==> src/rtl/sprite_compositor_if.sv <==
// Sprite ROM bus: per-channel texel address out of the compositor, RGB565 texel back.
interface sprite_compositor_if #(
  parameter int unsigned NUM_SPRITES = 2,
  parameter int unsigned ROM_AW      = 17
);
  logic [ROM_AW*NUM_SPRITES-1:0] rom_addr;
  logic [16*NUM_SPRITES-1:0]     rom_data;

  modport master (output rom_addr, input  rom_data);
  modport slave  (input  rom_addr, output rom_data);
endinterface

==> src/rtl/sprite_compositor.sv <==
// Multi-sprite compositor: two-stage hit/ROM-address pipeline with priority and
// colour-key resolve, plus a per-channel animation sequencer (loop / one-shot).
module sprite_compositor #(
  parameter int unsigned NUM_SPRITES = 2,
  parameter int unsigned SPRITE_W    = 64,
  parameter int unsigned SPRITE_H    = 64,
  parameter int unsigned NUM_ANIMS   = 8,
  parameter int unsigned NUM_FRAMES  = 4,
  parameter int unsigned FRAME_TICKS = 8,
  parameter logic [15:0] TRANSPARENT = 16'hF81F,
  parameter logic [7:0]  BG_COLOR    = 8'h00,
  localparam int unsigned AW     = $clog2(NUM_ANIMS),
  localparam int unsigned FW     = $clog2(NUM_FRAMES),
  localparam int unsigned XW     = $clog2(SPRITE_W),
  localparam int unsigned YW     = $clog2(SPRITE_H),
  localparam int unsigned TW     = (FRAME_TICKS > 1) ? $clog2(FRAME_TICKS) : 1,
  localparam int unsigned ROM_AW = AW + FW + YW + XW
) (
  input  logic                          clk,
  input  logic                          rst,
  input  logic [9:0]                    pixel_x,
  input  logic [9:0]                    pixel_y,
  input  logic                          frame_tick,
  input  logic [NUM_SPRITES-1:0]        spr_en,
  input  logic [10*NUM_SPRITES-1:0]     spr_x,
  input  logic [10*NUM_SPRITES-1:0]     spr_y,
  input  logic [NUM_SPRITES-1:0]        spr_flip,
  input  logic [AW*NUM_SPRITES-1:0]     anim_sel,
  input  logic [NUM_SPRITES-1:0]        anim_oneshot,
  sprite_compositor_if.master           rom_bus,
  output logic [NUM_SPRITES-1:0]        anim_done,
  output logic [7:0]                    color_out
);

  typedef enum logic {RUN, HOLD} anim_state_e;

  logic [NUM_SPRITES-1:0]        hit_d, hit_q;
  logic [ROM_AW*NUM_SPRITES-1:0] rom_addr_d, rom_addr_q;
  logic [7:0]                    color_d, color_q;
  logic [10:0]                   dx [NUM_SPRITES];
  logic [10:0]                   dy [NUM_SPRITES];
  logic [XW-1:0]                 col [NUM_SPRITES];
  logic                          won;

  anim_state_e                   state_d [NUM_SPRITES];
  anim_state_e                   state_q [NUM_SPRITES];
  logic [FW-1:0]                 frame_d [NUM_SPRITES];
  logic [FW-1:0]                 frame_q [NUM_SPRITES];
  logic [TW-1:0]                 tick_d  [NUM_SPRITES];
  logic [TW-1:0]                 tick_q  [NUM_SPRITES];
  logic [AW*NUM_SPRITES-1:0]     anim_prev_d, anim_prev_q;
  logic [NUM_SPRITES-1:0]        oneshot_prev_d, oneshot_prev_q;
  logic [NUM_SPRITES-1:0]        anim_done_d, anim_done_q;

  function automatic logic [7:0] rgb565_to_332(input logic [15:0] t);
    return {t[15:13], t[10:8], t[4:3]};
  endfunction

  // S1: 11-bit differences so a negative offset lands far above the sprite size
  always_comb begin
    hit_d      = '0;
    rom_addr_d = '0;
    for (int unsigned i = 0; i < NUM_SPRITES; i++) begin
      dx[i]  = {1'b0, pixel_x} - {1'b0, spr_x[10*i +: 10]};
      dy[i]  = {1'b0, pixel_y} - {1'b0, spr_y[10*i +: 10]};
      col[i] = spr_flip[i] ? XW'(SPRITE_W - 1) - dx[i][XW-1:0] : dx[i][XW-1:0];
      hit_d[i] = spr_en[i] && (dx[i] < 11'(SPRITE_W)) && (dy[i] < 11'(SPRITE_H));
      rom_addr_d[ROM_AW*i +: ROM_AW] =
        {anim_sel[AW*i +: AW], frame_q[i], dy[i][YW-1:0], col[i]};
    end
  end

  // S2: lowest-index opaque hit wins
  always_comb begin
    color_d = BG_COLOR;
    won     = 1'b0;
    for (int unsigned i = 0; i < NUM_SPRITES; i++) begin
      if (!won && hit_q[i] && (rom_bus.rom_data[16*i +: 16] != TRANSPARENT)) begin
        color_d = rgb565_to_332(rom_bus.rom_data[16*i +: 16]);
        won     = 1'b1;
      end
    end
  end

  always_ff @(posedge clk) begin
    if (rst) begin
      hit_q      <= '0;
      rom_addr_q <= '0;
      color_q    <= BG_COLOR;
    end else begin
      hit_q      <= hit_d;
      rom_addr_q <= rom_addr_d;
      color_q    <= color_d;
    end
  end

  // Sequencer state register
  always_ff @(posedge clk) begin
    if (rst) begin
      for (int unsigned i = 0; i < NUM_SPRITES; i++) begin
        state_q[i] <= RUN;
        frame_q[i] <= '0;
        tick_q[i]  <= '0;
      end
      anim_prev_q    <= '0;
      oneshot_prev_q <= '0;
      anim_done_q    <= '0;
    end else begin
      for (int unsigned i = 0; i < NUM_SPRITES; i++) begin
        state_q[i] <= state_d[i];
        frame_q[i] <= frame_d[i];
        tick_q[i]  <= tick_d[i];
      end
      anim_prev_q    <= anim_prev_d;
      oneshot_prev_q <= oneshot_prev_d;
      anim_done_q    <= anim_done_d;
    end
  end

  // Sequencer next state: an animation change outranks everything, including a tick
  always_comb begin
    anim_prev_d    = anim_sel;
    oneshot_prev_d = anim_oneshot;
    for (int unsigned i = 0; i < NUM_SPRITES; i++) begin
      state_d[i] = state_q[i];
      frame_d[i] = frame_q[i];
      tick_d[i]  = tick_q[i];
      if (anim_sel[AW*i +: AW] != anim_prev_q[AW*i +: AW]) begin
        state_d[i] = RUN;
        frame_d[i] = '0;
        tick_d[i]  = '0;
      end else if (state_q[i] == HOLD) begin
        if (oneshot_prev_q[i] && !anim_oneshot[i]) state_d[i] = RUN;
      end else if (frame_tick) begin
        if (tick_q[i] == TW'(FRAME_TICKS - 1)) begin
          tick_d[i]  = '0;
          frame_d[i] = frame_q[i] + FW'(1);
          if (anim_oneshot[i] && (frame_d[i] == '1)) state_d[i] = HOLD;
        end else begin
          tick_d[i] = tick_q[i] + TW'(1);
        end
      end
    end
  end

  // Sequencer outputs
  always_comb begin
    anim_done_d = '0;
    for (int unsigned i = 0; i < NUM_SPRITES; i++) begin
      anim_done_d[i] = (state_q[i] == RUN) && (state_d[i] == HOLD);
    end
  end

  assign rom_bus.rom_addr = rom_addr_q;
  assign color_out        = color_q;
  assign anim_done        = anim_done_q;

endmodule
==> src/flat_wrapper.sv <==
// flat-port wrapper written by rule: the top's interface ports become plain ports
module sprite_compositor_flat 
#(
  parameter int unsigned NUM_SPRITES = 2,
  parameter int unsigned SPRITE_W    = 64,
  parameter int unsigned SPRITE_H    = 64,
  parameter int unsigned NUM_ANIMS   = 8,
  parameter int unsigned NUM_FRAMES  = 4,
  parameter int unsigned FRAME_TICKS = 8,
  parameter logic [15:0] TRANSPARENT = 16'hF81F,
  parameter logic [7:0]  BG_COLOR    = 8'h00,
  localparam int unsigned AW     = $clog2(NUM_ANIMS),
  localparam int unsigned FW     = $clog2(NUM_FRAMES),
  localparam int unsigned XW     = $clog2(SPRITE_W),
  localparam int unsigned YW     = $clog2(SPRITE_H),
  localparam int unsigned TW     = (FRAME_TICKS > 1) ? $clog2(FRAME_TICKS) : 1,
  localparam int unsigned ROM_AW = AW + FW + YW + XW
)
  (clk, rst, pixel_x, pixel_y, frame_tick, spr_en, spr_x, spr_y, spr_flip, anim_sel, anim_oneshot, anim_done, color_out, rom_bus_rom_addr, rom_bus_rom_data);
  sprite_compositor_if #(.NUM_SPRITES(NUM_SPRITES)) rom_bus_i ();
  input  logic clk;
  input  logic rst;
  input  logic [9:0] pixel_x;
  input  logic [9:0] pixel_y;
  input  logic frame_tick;
  input  logic [NUM_SPRITES-1:0] spr_en;
  input  logic [10*NUM_SPRITES-1:0] spr_x;
  input  logic [10*NUM_SPRITES-1:0] spr_y;
  input  logic [NUM_SPRITES-1:0] spr_flip;
  input  logic [AW*NUM_SPRITES-1:0] anim_sel;
  input  logic [NUM_SPRITES-1:0] anim_oneshot;
  output logic [NUM_SPRITES-1:0] anim_done;
  output logic [7:0] color_out;
  output wire logic [$bits(rom_bus_i.rom_addr)-1:0] rom_bus_rom_addr;
  input wire logic [$bits(rom_bus_i.rom_data)-1:0] rom_bus_rom_data;
  assign rom_bus_rom_addr = rom_bus_i.rom_addr;
  assign rom_bus_i.rom_data = rom_bus_rom_data;
  sprite_compositor #(.NUM_SPRITES(NUM_SPRITES), .SPRITE_W(SPRITE_W), .SPRITE_H(SPRITE_H), .NUM_ANIMS(NUM_ANIMS), .NUM_FRAMES(NUM_FRAMES), .FRAME_TICKS(FRAME_TICKS), .TRANSPARENT(TRANSPARENT), .BG_COLOR(BG_COLOR)) u_core (.clk(clk), .rst(rst), .pixel_x(pixel_x), .pixel_y(pixel_y), .frame_tick(frame_tick), .spr_en(spr_en), .spr_x(spr_x), .spr_y(spr_y), .spr_flip(spr_flip), .anim_sel(anim_sel), .anim_oneshot(anim_oneshot), .rom_bus(rom_bus_i), .anim_done(anim_done), .color_out(color_out));
endmodule
==> config.mk <==
export PLATFORM = sky130hd
export DESIGN_NAME = sprite_compositor_flat
export DESIGN_NICKNAME = d
export VERILOG_FILES = /design/src/rtl/sprite_compositor_if.sv /design/src/rtl/sprite_compositor.sv /design/src/flat_wrapper.sv
export SDC_FILE = /design/constraint.sdc
export NUM_CORES = 1
export LEC_CHECK = 0
export BUFFER_PORTS_ARGS = -buffer_cell sky130_fd_sc_hd__clkbuf_2
export CAP_MARGIN = 20
export CORE_MARGIN = 2
export CORE_UTILIZATION = 29
export CTS_CLUSTER_DIAMETER = 40
export CTS_CLUSTER_SIZE = 24
export DETAILED_ROUTE_END_ITERATION = 8
export GPL_ROUTABILITY_DRIVEN = 0
export PLACE_DENSITY_LB_ADDON = 0.1
export REMOVE_ABC_BUFFERS = 1
export SETUP_SLACK_MARGIN = 0.02
export SYNTH_ARGS = -nofsm -noshare
export SYNTH_HDL_FRONTEND = slang
export SYNTH_SLANG_ARGS = --single-unit
==> constraint.sdc <==
create_clock -name clk -period 2.8 [get_ports clk]
set_input_delay 0.14 -clock clk [delete_from_list [all_inputs] [get_ports clk]]
set_output_delay 0.14 -clock clk [all_outputs]
set_load 0.01 [all_outputs]
Word-level counts from Yosys, hierarchy flattened
Memories as Yosys holds them, arrays and structs flattened.
Cells that the tools add are included.
{"block": "totals", "word_cells": 97, "mem_count": 3, "register_bits": 54, "ramBits": 12, "out_inout_bits": 44}
{"memory": "u_core.tick_q", "words": 2, "width": 3, "read_ports": 2, "rd_ports_with_merged_regs": 0, "wr": 2, "line_no": "sprite_compositor.sv:50", "source": "logic [TW-1:0] tick_q [NUM_SPRITES];"}
{"memory": "u_core.frame_q", "words": 2, "width": 2, "read_ports": 2, "rd_ports_with_merged_regs": 0, "wr": 2, "line_no": "sprite_compositor.sv:48", "source": "logic [FW-1:0] frame_q [NUM_SPRITES];"}
{"memory": "u_core.state_q", "words": 2, "width": 1, "read_ports": 2, "rd_ports_with_merged_regs": 0, "wr": 2, "line_no": "sprite_compositor.sv:46", "source": "anim_state_e state_q [NUM_SPRITES];"}
{"block": "classes", "magnitude_cmp": 4, "reduce_logical": 16, "addsub": 10, "bitwise_logic": 8, "mux": 42, "eq_ne": 8}
{"op": "11-bit by 7-bit < comparator with 1-bit output, second input constant", "n": 4}
{"op": "10-bit by 10-bit subtractor with 11-bit output", "n": 4}
{"op": "16-bit inequality test, second input constant", "n": 2}
{"op": "3-bit 2-to-1 mux", "n": 10}
{"op": "2-bit 2-to-1 mux", "n": 10}
{"op": "1-bit 2-to-1 mux", "n": 18}
{"op": "8-bit 2-to-1 mux", "n": 2}
{"op": "1-bit logical AND", "n": 13}
{"op": "6-bit 2-to-1 mux", "n": 2}
{"op": "6-bit subtractor, first input constant", "n": 2}
{"op": "3-bit by 1-bit adder with 3-bit output, second input constant", "n": 2}
{"op": "3-bit == test, second input constant", "n": 2}
{"op": "3-bit inequality test", "n": 2}
{"op": "1-bit bitwise OR", "n": 6}
{"op": "2-bit by 1-bit adder with 2-bit output, second input constant", "n": 2}
{"op": "2-bit == test, second input constant", "n": 2}
{"op": "1-bit logical NOT", "n": 3}
{"op": "1-bit inverter", "n": 2}

Longest topological paths before layout
Gate-level depths: netlist of the first run.
{"block": "depth", "depth_word": 9, "ltp_mapped": 11, "depth_no_buf": 11}

Worst setup path before layout of the first run
No wires, ideal clock.
{"block": "synth_timing", "path_type": "in2reg", "from": "input pixel_x[0]", "to": "register u_core.hit_q[1]", "path_buffers": 0, "path_slack_ps": 439, "setup_ps": 60, "arrival_ps": 2301, "path_stages": 10, "path_cell_list": "inv_1 ha_1 fa_1 inv_1 a21oi_1 o21ai_0 mux2i_1 or4_1 nor4_1 and3_1"}
{"block": "synth_via", "elab_chain_len": 4}
{"item": "from (decl)", "line_no": "flat_wrapper.sv:23", "source": "input logic [9:0] pixel_x;"}
{"item": "10-bit by 10-bit subtractor with 11-bit output", "line_no": "sprite_compositor.sv:64", "source": "dx[i] = {1'b0, pixel_x} - {1'b0, spr_x[10*i +: 10]};"}
{"item": "11-bit by 7-bit < comparator with 1-bit output", "line_no": "sprite_compositor.sv:67", "source": "hit_d[i] = spr_en[i] && (dx[i] < 11'(SPRITE_W)) && (dy[i] < 11'(SPRITE_H));"}
{"item": "1-bit logical AND (2 in series)", "line_no": "sprite_compositor.sv:67"}
{"item": "to (signal assigned)", "line_no": "sprite_compositor.sv:91", "source": "hit_q <= hit_d;"}
{"item": "to (decl)", "line_no": "sprite_compositor.sv:37", "source": "logic [NUM_SPRITES-1:0] hit_d, hit_q;"}
Every way passes these cells.
A chain may end at the register's enable or synchronous reset.

Final worst setup path of the first run
Same ends and word-level chain as after synthesis.

==> reports/metrics.sh, run 1 <==
REPORTED_NET_SWITCHING_POWER_uW=731.3
SKEW_PS=3.111
SYNTH.TOP_CELLS.BY_AREA='dfxtp_1 (31%), ha_1 (15%), nor2_1 (5.4%)'
FIRST_GLOBAL_VIAS=3399
DIE_AREA_UM2=14370
FINAL.SETUP.TNS_PS=0
SYNTHTOPCELLSBYCOUNT='dfxtp_1 (60), nor2_1 (56), inv_1 (55)'
CELLLEAKAGEPOWER_nW=2.594
CRIT_CHAIN='clkbuf_2 > inv_1 > ha_1 > fa_1 > inv_1 > a21oi_1 > o21ai_0 > buf_4 > mux2i_1 > or4_1 > nor4_1 > and3_1'
WORSTPATHARRIVAL_PS=2380
GRT_OVERFLOW_TOTAL=0
LAYOUT-DRIVE-GT1-SHARE_PCT=28.11
POSTSYNTH.TOPFLOPCELL='dfxtp_1'
GRT_PASS1_WL_MM=15.63
CTS.PATH.MAX_BUFFERS=2
PEAKVDDDROP_mV=0.2367
MAX_SLEW.WORST_PIN.SLEW_PS=452.1
MAXCAPVIOLATIONS=0
POWER.CLOCK.FRACTION_PCT=43.5
OUTCOME='complete, no violations'
PLACEABLECOREAREA_UM2=13190
ANTENNA_CELLS=0
MAXIMUM_NUMBER_OF_PINS_ON_ONE_NET_BEFORE_GLOBAL_ROUTE_REPAIR=32
YOSYSMOSTFREQUENTCELL='dfxtp_1'
POWER-PER-CELL-AREA_nW_PER_UM2=534.1
PATH_CLASS='in2reg'
WORST_PATH_MAX_DELAY_CELL='or4_1'
SYNTHTOLAYOUTAREAGROWTH_PCT=32.95
TOTALPOWERFINAL_mW=2.764
CTSROOTBUFFERMASTER='clkbuf_16'
P_INT_mW=2.033
SETUP_REPAIR_AFTER_GLOBAL_ROUTING_MISSED_ITS_MARGIN='no'
SWSHARE_PCT=26.46
CTS_HOLD_BUFFERS=0
SETUP.WORST_PATH.START_CLASS='primary input'
CTS_REPAIR_RESIZE_COUNT=0
PERIOD_NEEDED_PS=2117
CRIT_PATH_MAX_FANOUT=3
HOLD_WS_PS=58.85
YOSYS.AREA.TOP_TYPE_SHARE_PCT=30.86
TIMING.CRITICAL_PATH.REQUIRED_PS=3060
DR_TOTAL_VIAS=3622
PWR-SHARE-SEQ_PCT=33.4
TIMING.CRITICAL_PATH.BUF_INV=4
DETAIL_ROUTE.WIRELENGTH_MM=9.810
FIRSTDRTPASSITERS=5
ROUTE.DETAILED.DRC=0
IO_PINS=151
DETAILEDPLACEMENTHPWL_MM=8.076
DIE_HEIGHT_UM=119.9
FLOORPLAN.DIE.WIDTH_UM=119.9
GR-USAGE-ALL-LAYERS_PCT=13.61
WIRE_PER_INST_UM=12.34
TRITONCTS_CLOCK_TREE='done'
SETUP_VIOL_COUNT_FINAL=0
CP_TOP_FAMILY='simple AND/OR/NAND/NOR gates'
REPORT.FINAL.SLEW_VIOL_COUNT=0
DETAIL_ROUTE.VIAS_PER_CELL=4.556
FLOORPLAN.INITIALDENSITY_PCT=29.51
COMB_POWER_SHARE_PCT=23.1
NNETSFINAL=772
END_KIND='flip-flop'
YS_ASYNC_SR_FRACTION_PCT=0
YOSYS_TOP_CELL_BY_AREA='dfxtp_1'
TRITONCTS_BUFFER_COUNT=9
FINALCOREUTILIZATION_PCT=39.23
FIRST_ITER_VIOLATIONS=119
WORSTHOLDPATHTYPE='in2reg'
CRIT_TOP_CELL='inv_1'
POST-CTS-SETUP-BUFFER-COUNT=0
CLKLATENCYLATEPIN_PS=320
CLOCK_TREE.HTREE_LEVEL_COUNT=3
NUMBER_OF_ENABLE_TYPE_REGISTER_CELLS_IN_THE_SYNTHESIZED_NETLIST=0
BUFFER_PORTS.INSERTED=150
NETLIST-CELL-TYPE-COUNT=50
YS_FF_LATCH=60
CLOCK-SINKS=60
FINAL_MIN_PERIOD_OVER_CLOCK_PERIOD_PCT=75.59
ROWS=42
SYNTH-WARNING-COUNT=0
ANTENNA_VIOLATING_NETS_POST_ROUTE=0
SLEW-LIMIT-HEADROOM_PCT=69.08
SYNTH.YOSYS.SEQ_AREA_SHARE_PCT=30.86
FINAL-HOLD-VIOLATION-COUNT=0
MAPPEDNETLISTAREA_UM2=3892
ANTENNA_FOUND_INITIAL=0
CTS_CLK_PIN_SLEW_WORST_PATHS_PS=50
SYNTHESIS.INSTANCES=461
TIMING.CRITICAL_PATH.SLOWEST_CELL_DELAY_PS=490
SYNTH_AREA_PER_CELL_UM2=8.444
MAX_FREQ_GHz=0.4725
==> power by group through the flow <==
stage | Clock [mW] | Combinational (mW) | Sequential (mW)
5_1_grt | 1.28 | 0.718 | 0.927
4_1_cts | 1.25 | 0.648 | 0.924
2_1_floorplan | 0 | 0.378 | 0.967
6_report | 1.20 | 0.638 | 0.923
3_3_place_gp | 0 | 0.643 | 0.941
3_5_place_dp | 0 | 0.643 | 0.942
==> kinds of logic (layout without fill, tap and decap cells) <==
| logic type | Yosys count | count (layout) | synth area share [%] |
|---|---|---|---|
| mux | 10 | 10 | 2.572 |
| simple gates | 139 | 139 | 18.64 |
| fa+ha+maj | 50 | 50 | 16.84 |
| buf+inv | 66 | 224 | 6.429 |
| xor+xnor | 39 | 39 | 8.775 |
| compound gates | 97 | 97 | 15.88 |
| flops | 60 | 60 | 30.86 |
==> final timing paths <==
kind / start / to / slack, ps / depth (start not counted)
max: pixel_x[0] / u_core.hit_q[1]$_SDFF_PP0_ / 680 / 12
min: anim_sel[5] / u_core.anim_prev_q[5]$_SDFF_PP0_ / 60 / 2
max reg2reg: u_core.anim_prev_q[2]$_SDFF_PP0_ / u_core.anim_done[0]$_SDFF_PP0_ / 1280 / 4
min reg2reg: u_core.state_q[0][0]$_SDFF_PP0_ / u_core.anim_done[0]$_SDFF_PP0_ / 440 / 1
==> placed cells by master, fill, tap and decap left out, drive strengths merged, types with 3 or more instances in the layout <==
| cell type | instances |
|---|---|
| a211oi | 3 |
| a21o | 8 |
| a21oi | 28 |
| a22oi | 10 |
| buf | 4 |
| clkbuf | 161 |
| dfxtp | 60 |
| fa | 4 |
| ha | 46 |
| inv | 55 |
| mux2i | 10 |
| nand2 | 10 |
| nand2b | 6 |
| nand3 | 6 |
| nand3b | 4 |
| nand4 | 3 |
| nor2 | 58 |
| nor2b | 24 |
| nor3 | 7 |
| nor4 | 3 |
| o2111ai | 3 |
| o21a | 3 |
| o21ai | 25 |
| o21bai | 4 |
| or4 | 4 |
| xnor2 | 24 |
| xor2 | 15 |
==> per-layer routing <==
metal	vias to the layer above	part of all wire, %	global-route usage, %
met1	1623	46	17.34
met2	102	48	22.89
li1	1887	-	-
met4	0	1.5	4.338
met5	-	0	0
met3	10	4.6	2.947
==> stage by stage <==
| stage | cell area (um^2) | setup WS, ps | cells |
|---|---|---|---|
| after floorplan | 3849 | 438.9 | 450 |
| after global placement | 4850 | 389.4 | 780 |
| after detailed placement | 4850 | 348.4 | 780 |
| after CTS | 5175 | 687.4 | 795 |
| after global routing | 5175 | 549.5 | 795 |
| final | 5175 | 683.5 | 795 |
==> state kept, by name (all words and copies together) (netlist names) <==
register / flops
u_core.anim_done: 2
u_core.anim_prev_q: 6
u_core.color_out: 8
u_core.frame_q: 4
u_core.hit_q: 2
u_core.oneshot_prev_q: 2
u_core.rom_bus.rom_addr: 28
u_core.state_q: 2
u_core.tick_q: 6
==> area by class of cell <==
type                       instances  area (um^2)
clock buffer                      11        252.7
inverter                          55        206.4
clock inverter                     4        72.57
fill                            1401         8015
multi-input combinational        335         2441
sequential                        60         1201
timing repair buffer             154        780.7
tap                              176        220.2
No activity file was read; power rests on OpenSTA's default activity.
==> run 2, diff against run 1 <==
--- a/config.mk
+++ b/config.mk
@@ -5,6 +5,7 @@
 export SDC_FILE = /design/constraint.sdc
 export NUM_CORES = 1
 export LEC_CHECK = 0
+export ABC_AREA = 1
 export BUFFER_PORTS_ARGS = -buffer_cell sky130_fd_sc_hd__clkbuf_2
 export CAP_MARGIN = 20
 export CORE_MARGIN = 2
==> constraint.sdc (replaced) <==
create_clock -name clk -period 1.9 [get_ports clk]
set_input_delay 0.095 -clock clk [delete_from_list [all_inputs] [get_ports clk]]
set_output_delay 0.095 -clock clk [all_outputs]
set_load 0.01 [all_outputs]
==> run 2 against run 1 <==
Via count rose by 28%; design area rose by 12%; sequential cell count did not move; hold slack got worse by 39 ps; non-clock buffer count rose by 10; critical path type unchanged; clock skew rose by 3.7 ps.
==> reports/metrics.sh, run 2 <==
NUMPLACEDINSTANCES=1021  # was 780
WIRE_PER_INST_UM=12.09  # was 12.34 um
FLOORPLAN.INITIALDENSITY_PCT=29.40  # was 29.51%
DR_TOTAL_VIAS=4637  # was 3622
TIMING.CRITICAL_PATH.REQUIRED_PS=2100  # was 3060 ps
YS_ASYNC_SR_FRACTION_PCT=0  # unchanged
ROWS=45  # was 42
SETUP_VIOL_COUNT_FINAL=0  # unchanged
CTS.PATH.MAX_BUFFERS=2  # unchanged
REPORT.FINAL.SLEW_VIOL_COUNT=0  # unchanged
GRT_PASS1_WL_MM=20.59  # was 15.63 mm
PERIOD_NEEDED_PS=1451
WORSTHOLDPATHTYPE='in2reg'  # unchanged
WHS_PATH_DEPTH=3  # was 2
CTSROOTBUFFERMASTER='clkbuf_16'  # unchanged
FIRST_GLOBAL_VIAS=4384  # was 3399
POST-CTS-SETUP-BUFFER-COUNT=0  # unchanged
SYNTH_AREA_PER_CELL_UM2=6.423  # was 8.444 um^2
CRIT_CHAIN='dlygate4sd3_1 > clkbuf_2 > inv_1 > nor4_1 > nand3b_1 > nand2_2 > inv_1 > nand2_1 > a21oi_1'  # was clkbuf_2 > inv_1 > ha_1 > fa_1 > inv_1 > a21oi_1 > o21ai_0 > buf_4 > mux2i_1 > or4_1 > nor4_1 > and3_1
FINAL-HOLD-VIOLATION-COUNT=0  # unchanged
MAX_FREQ_GHz=0.6893
MAXCAPVIOLATIONS=0  # unchanged
GR-USAGE-ALL-LAYERS_PCT=15.95  # was 13.61%
YOSYS_TOP_CELL_BY_AREA='dfxtp_1'  # unchanged
SYNTH.TOP_CELLS.BY_AREA='dfxtp_1 (27%), nand2_1 (15%), ha_1 (13%)'  # was dfxtp_1 (31%), ha_1 (15%), nor2_1 (5.4%)
TRITONCTS_CLOCK_TREE='done'  # unchanged
END_KIND='flip-flop'  # unchanged
PLACEABLECOREAREA_UM2=15030  # was 13190 um^2
FF2FF_PATH_DEPTH=7  # was 4
BUFFER_PORTS.INSERTED=150  # unchanged
WORST_PATH_MAX_DELAY_CELL='dlygate4sd3_1'  # was or4_1
FIRST_ITER_VIOLATIONS=198  # was 119
YS_FF_LATCH=60  # unchanged
IO_PINS=151  # unchanged
SYNTH-WARNING-COUNT=0  # unchanged
SYNTHTOLAYOUTAREAGROWTH_PCT=31.54  # was 32.95%
MAPPEDNETLISTAREA_UM2=4419  # was 3892 um^2
SLEW-LIMIT-HEADROOM_PCT=72.87  # was 69.08%
SETUP_REPAIR_AFTER_GLOBAL_ROUTING_MISSED_ITS_MARGIN='no'  # unchanged
GRT_OVERFLOW_TOTAL=0  # unchanged
DETAIL_ROUTE.VIAS_PER_CELL=4.420  # was 4.556
SKEW_PS=6.847  # was 3.111 ps
MAX_SLEW.WORST_PIN.SLEW_PS=407.0  # was 452.1 ps
LAYOUT-DRIVE-GT1-SHARE_PCT=20.67  # was 28.11%
ANTENNA_FOUND_INITIAL=0  # unchanged
PATH_CLASS='in2reg'  # unchanged
DIE_HEIGHT_UM=127.4  # was 119.9 um
CRIT_PATH_MAX_FANOUT=9  # was 3
NNETSFINAL=1013  # was 772
TIMING.CRITICAL_PATH.SLOWEST_CELL_DELAY_PS=530  # was 490 ps
MAXIMUM_NUMBER_OF_PINS_ON_ONE_NET_BEFORE_GLOBAL_ROUTE_REPAIR=34  # was 32
FINAL-INSTANCE-COUNT-EXCL-FILL=1049  # was 795
ANTENNA_VIOLATING_NETS_POST_ROUTE=0  # unchanged
SYNTH.YOSYS.SEQ_AREA_SHARE_PCT=27.18  # was 30.86%
OUTCOME='complete, no violations'  # unchanged
NETLIST-CELL-TYPE-COUNT=30  # was 50
POSTSYNTH.TOPFLOPCELL='dfxtp_1'  # unchanged
PEAKVDDDROP_mV=0.4081  # was 0.2367 mV
DETAILEDPLACEMENTHPWL_MM=10.40  # was 8.076 mm
CLKLATENCYLATEPIN_PS=330  # was 320 ps
LARGEST_REGISTER_FF_COUNT=28  # unchanged
FINAL.SETUP.TNS_PS=0  # unchanged
WORSTPATHARRIVAL_PS=1650  # was 2380 ps
FINAL_MIN_PERIOD_OVER_CLOCK_PERIOD_PCT=76.36
SETUP.WORST_PATH.START_CLASS='primary input'  # unchanged
ROUTE.DETAILED.DRC=0  # unchanged
ANTENNA_CELLS=0  # unchanged
FINAL_CELL_MIX='nand2_1 (179), clkbuf_2 (150), inv_1 (141), nor2_1 (69), dfxtp_1 (60)'  # was clkbuf_2 (150), dfxtp_1 (60), nor2_1 (56), inv_1 (55), ha_1 (46)
YOSYSMOSTFREQUENTCELL='nand2_1'  # was dfxtp_1
CRIT_TOP_CELL='inv_1'  # unchanged
NUMBER_OF_ENABLE_TYPE_REGISTER_CELLS_IN_THE_SYNTHESIZED_NETLIST=0  # unchanged
DIE_AREA_UM2=16240  # was 14370 um^2
FIRSTDRTPASSITERS=4  # was 5
TRITONCTS_BUFFER_COUNT=9  # unchanged
LAYOUT.CELLS.MOST_COMMON='nand2_1'  # was clkbuf_2
CELLLEAKAGEPOWER_nW=3.262  # was 2.594 nW
FLOORPLAN.DIE.WIDTH_UM=127.4  # was 119.9 um
CTS_CLK_PIN_SLEW_WORST_PATHS_PS=50  # about the same
POWER-PER-CELL-AREA_nW_PER_UM2=699.3  # was 534.1 nW/um^2
DETAIL_ROUTE.WIRELENGTH_MM=12.68  # was 9.810 mm
YOSYS.AREA.TOP_TYPE_SHARE_PCT=27.18  # was 30.86%
CLOCK-SINKS=60  # unchanged
SYNTHESIS.INSTANCES=688  # was 461
SYNTHTOPCELLSBYCOUNT='nand2_1 (179), inv_1 (141), nor2_1 (69)'  # was dfxtp_1 (60), nor2_1 (56), inv_1 (55)
CLOCK_TREE.HTREE_LEVEL_COUNT=3  # unchanged
run 2: cell count changes in the layout (fill, tap and decap cells not counted), sizes merged, moves of 7 or more:
cell	before	now
xnor2	24	9
a21oi	28	51
o21ai	25	14
a22oi	10	0
inv	55	143
nor2b	24	0
nand2	10	182
nand4	3	13
mux2i	10	0
nand3	6	51
a21o	8	1
dlygate4sd3	0	12
nor2	58	72
run 2: kinds of logic after synthesis:
logic type | synth area share [%]
AOI/OAI and AO/OA | 9.485
xor gates and xnor gates | 3.964
adders and majority gates | 14.84
buffers and inverters | 12.60
DFF | 27.18
and+or+nand+nor | 31.94
run 2: layout make-up:
cell class,instances,area (um^2)
sequential,60,1201
clock inverter,7,75.07
clock buffer,9,225.2
fill,1641,9220
timing repair buffer,164,885.9
tap,188,235.2
inverter,141,529.3
multi-input combinational,480,2661
run 2: timing repair:
action,CTS,global route
hold buffers,12,0
setup endpoints to repair,0,0
hold endpoints to repair,12,0
gates resized for setup,0,0
run 2: layer usage:
metal	vias to the layer above	track usage, %	part of all wire (%)
met5	-	0	0
met4	0	5.365	1.2
met3	12	2.680	4.4
met2	120	27.68	47
met1	2013	20.04	47
li1	2492	-	-
run 2: stage by stage:
stage	util [%]	instance area [um^2]	hold slack [ps]	power, mW	setup WS [ps]
6_report	38.67	5813	19.61	4.065	449.2
5_1_grt	38.67	5813	18.59	4.365	246.7
4_1_cts	38.67	5813	0.5917	4.160	447.1
3_5_place_dp	35.87	5393	318.9	2.430	140.9
3_3_place_gp	35.87	5393	313.2	2.429	177.0
2_1_floorplan	-	4392	161.7	2.041	433.1
run 2: worst paths after layout:
check	slack [ps]	from	to
max	450	rom_bus_rom_data[4]	u_core.color_out[7]$_SDFF_PP0_
min	20	rom_bus_rom_data[3]	u_core.color_out[0]$_SDFF_PP0_
max reg2reg	470	u_core.tick_q[0][3]$_SDFFE_PP0P_	u_core.frame_q[0][3]$_SDFFE_PP0P_
min reg2reg	450	u_core.frame_q[0][1]$_SDFFE_PP0P_	u_core.rom_bus.rom_addr[13]$_SDFF_PP0_
run 2: critical path, delay by kind of cell:
kind                   cells  cell delay, ps
AOI/OAI and AO/OA          1              60
buffers and inverters      4             830
and+or+nand+nor            4             650
run 2: report_power, final:
group / internal [mW] / total [mW] / switching [mW]
clock: 1.02 / 1.65 / 0.629
sequential: 1.33 / 1.35 / 0.0218
combinational: 0.435 / 1.06 / 0.626
total: 2.79 / 4.06 / 1.28
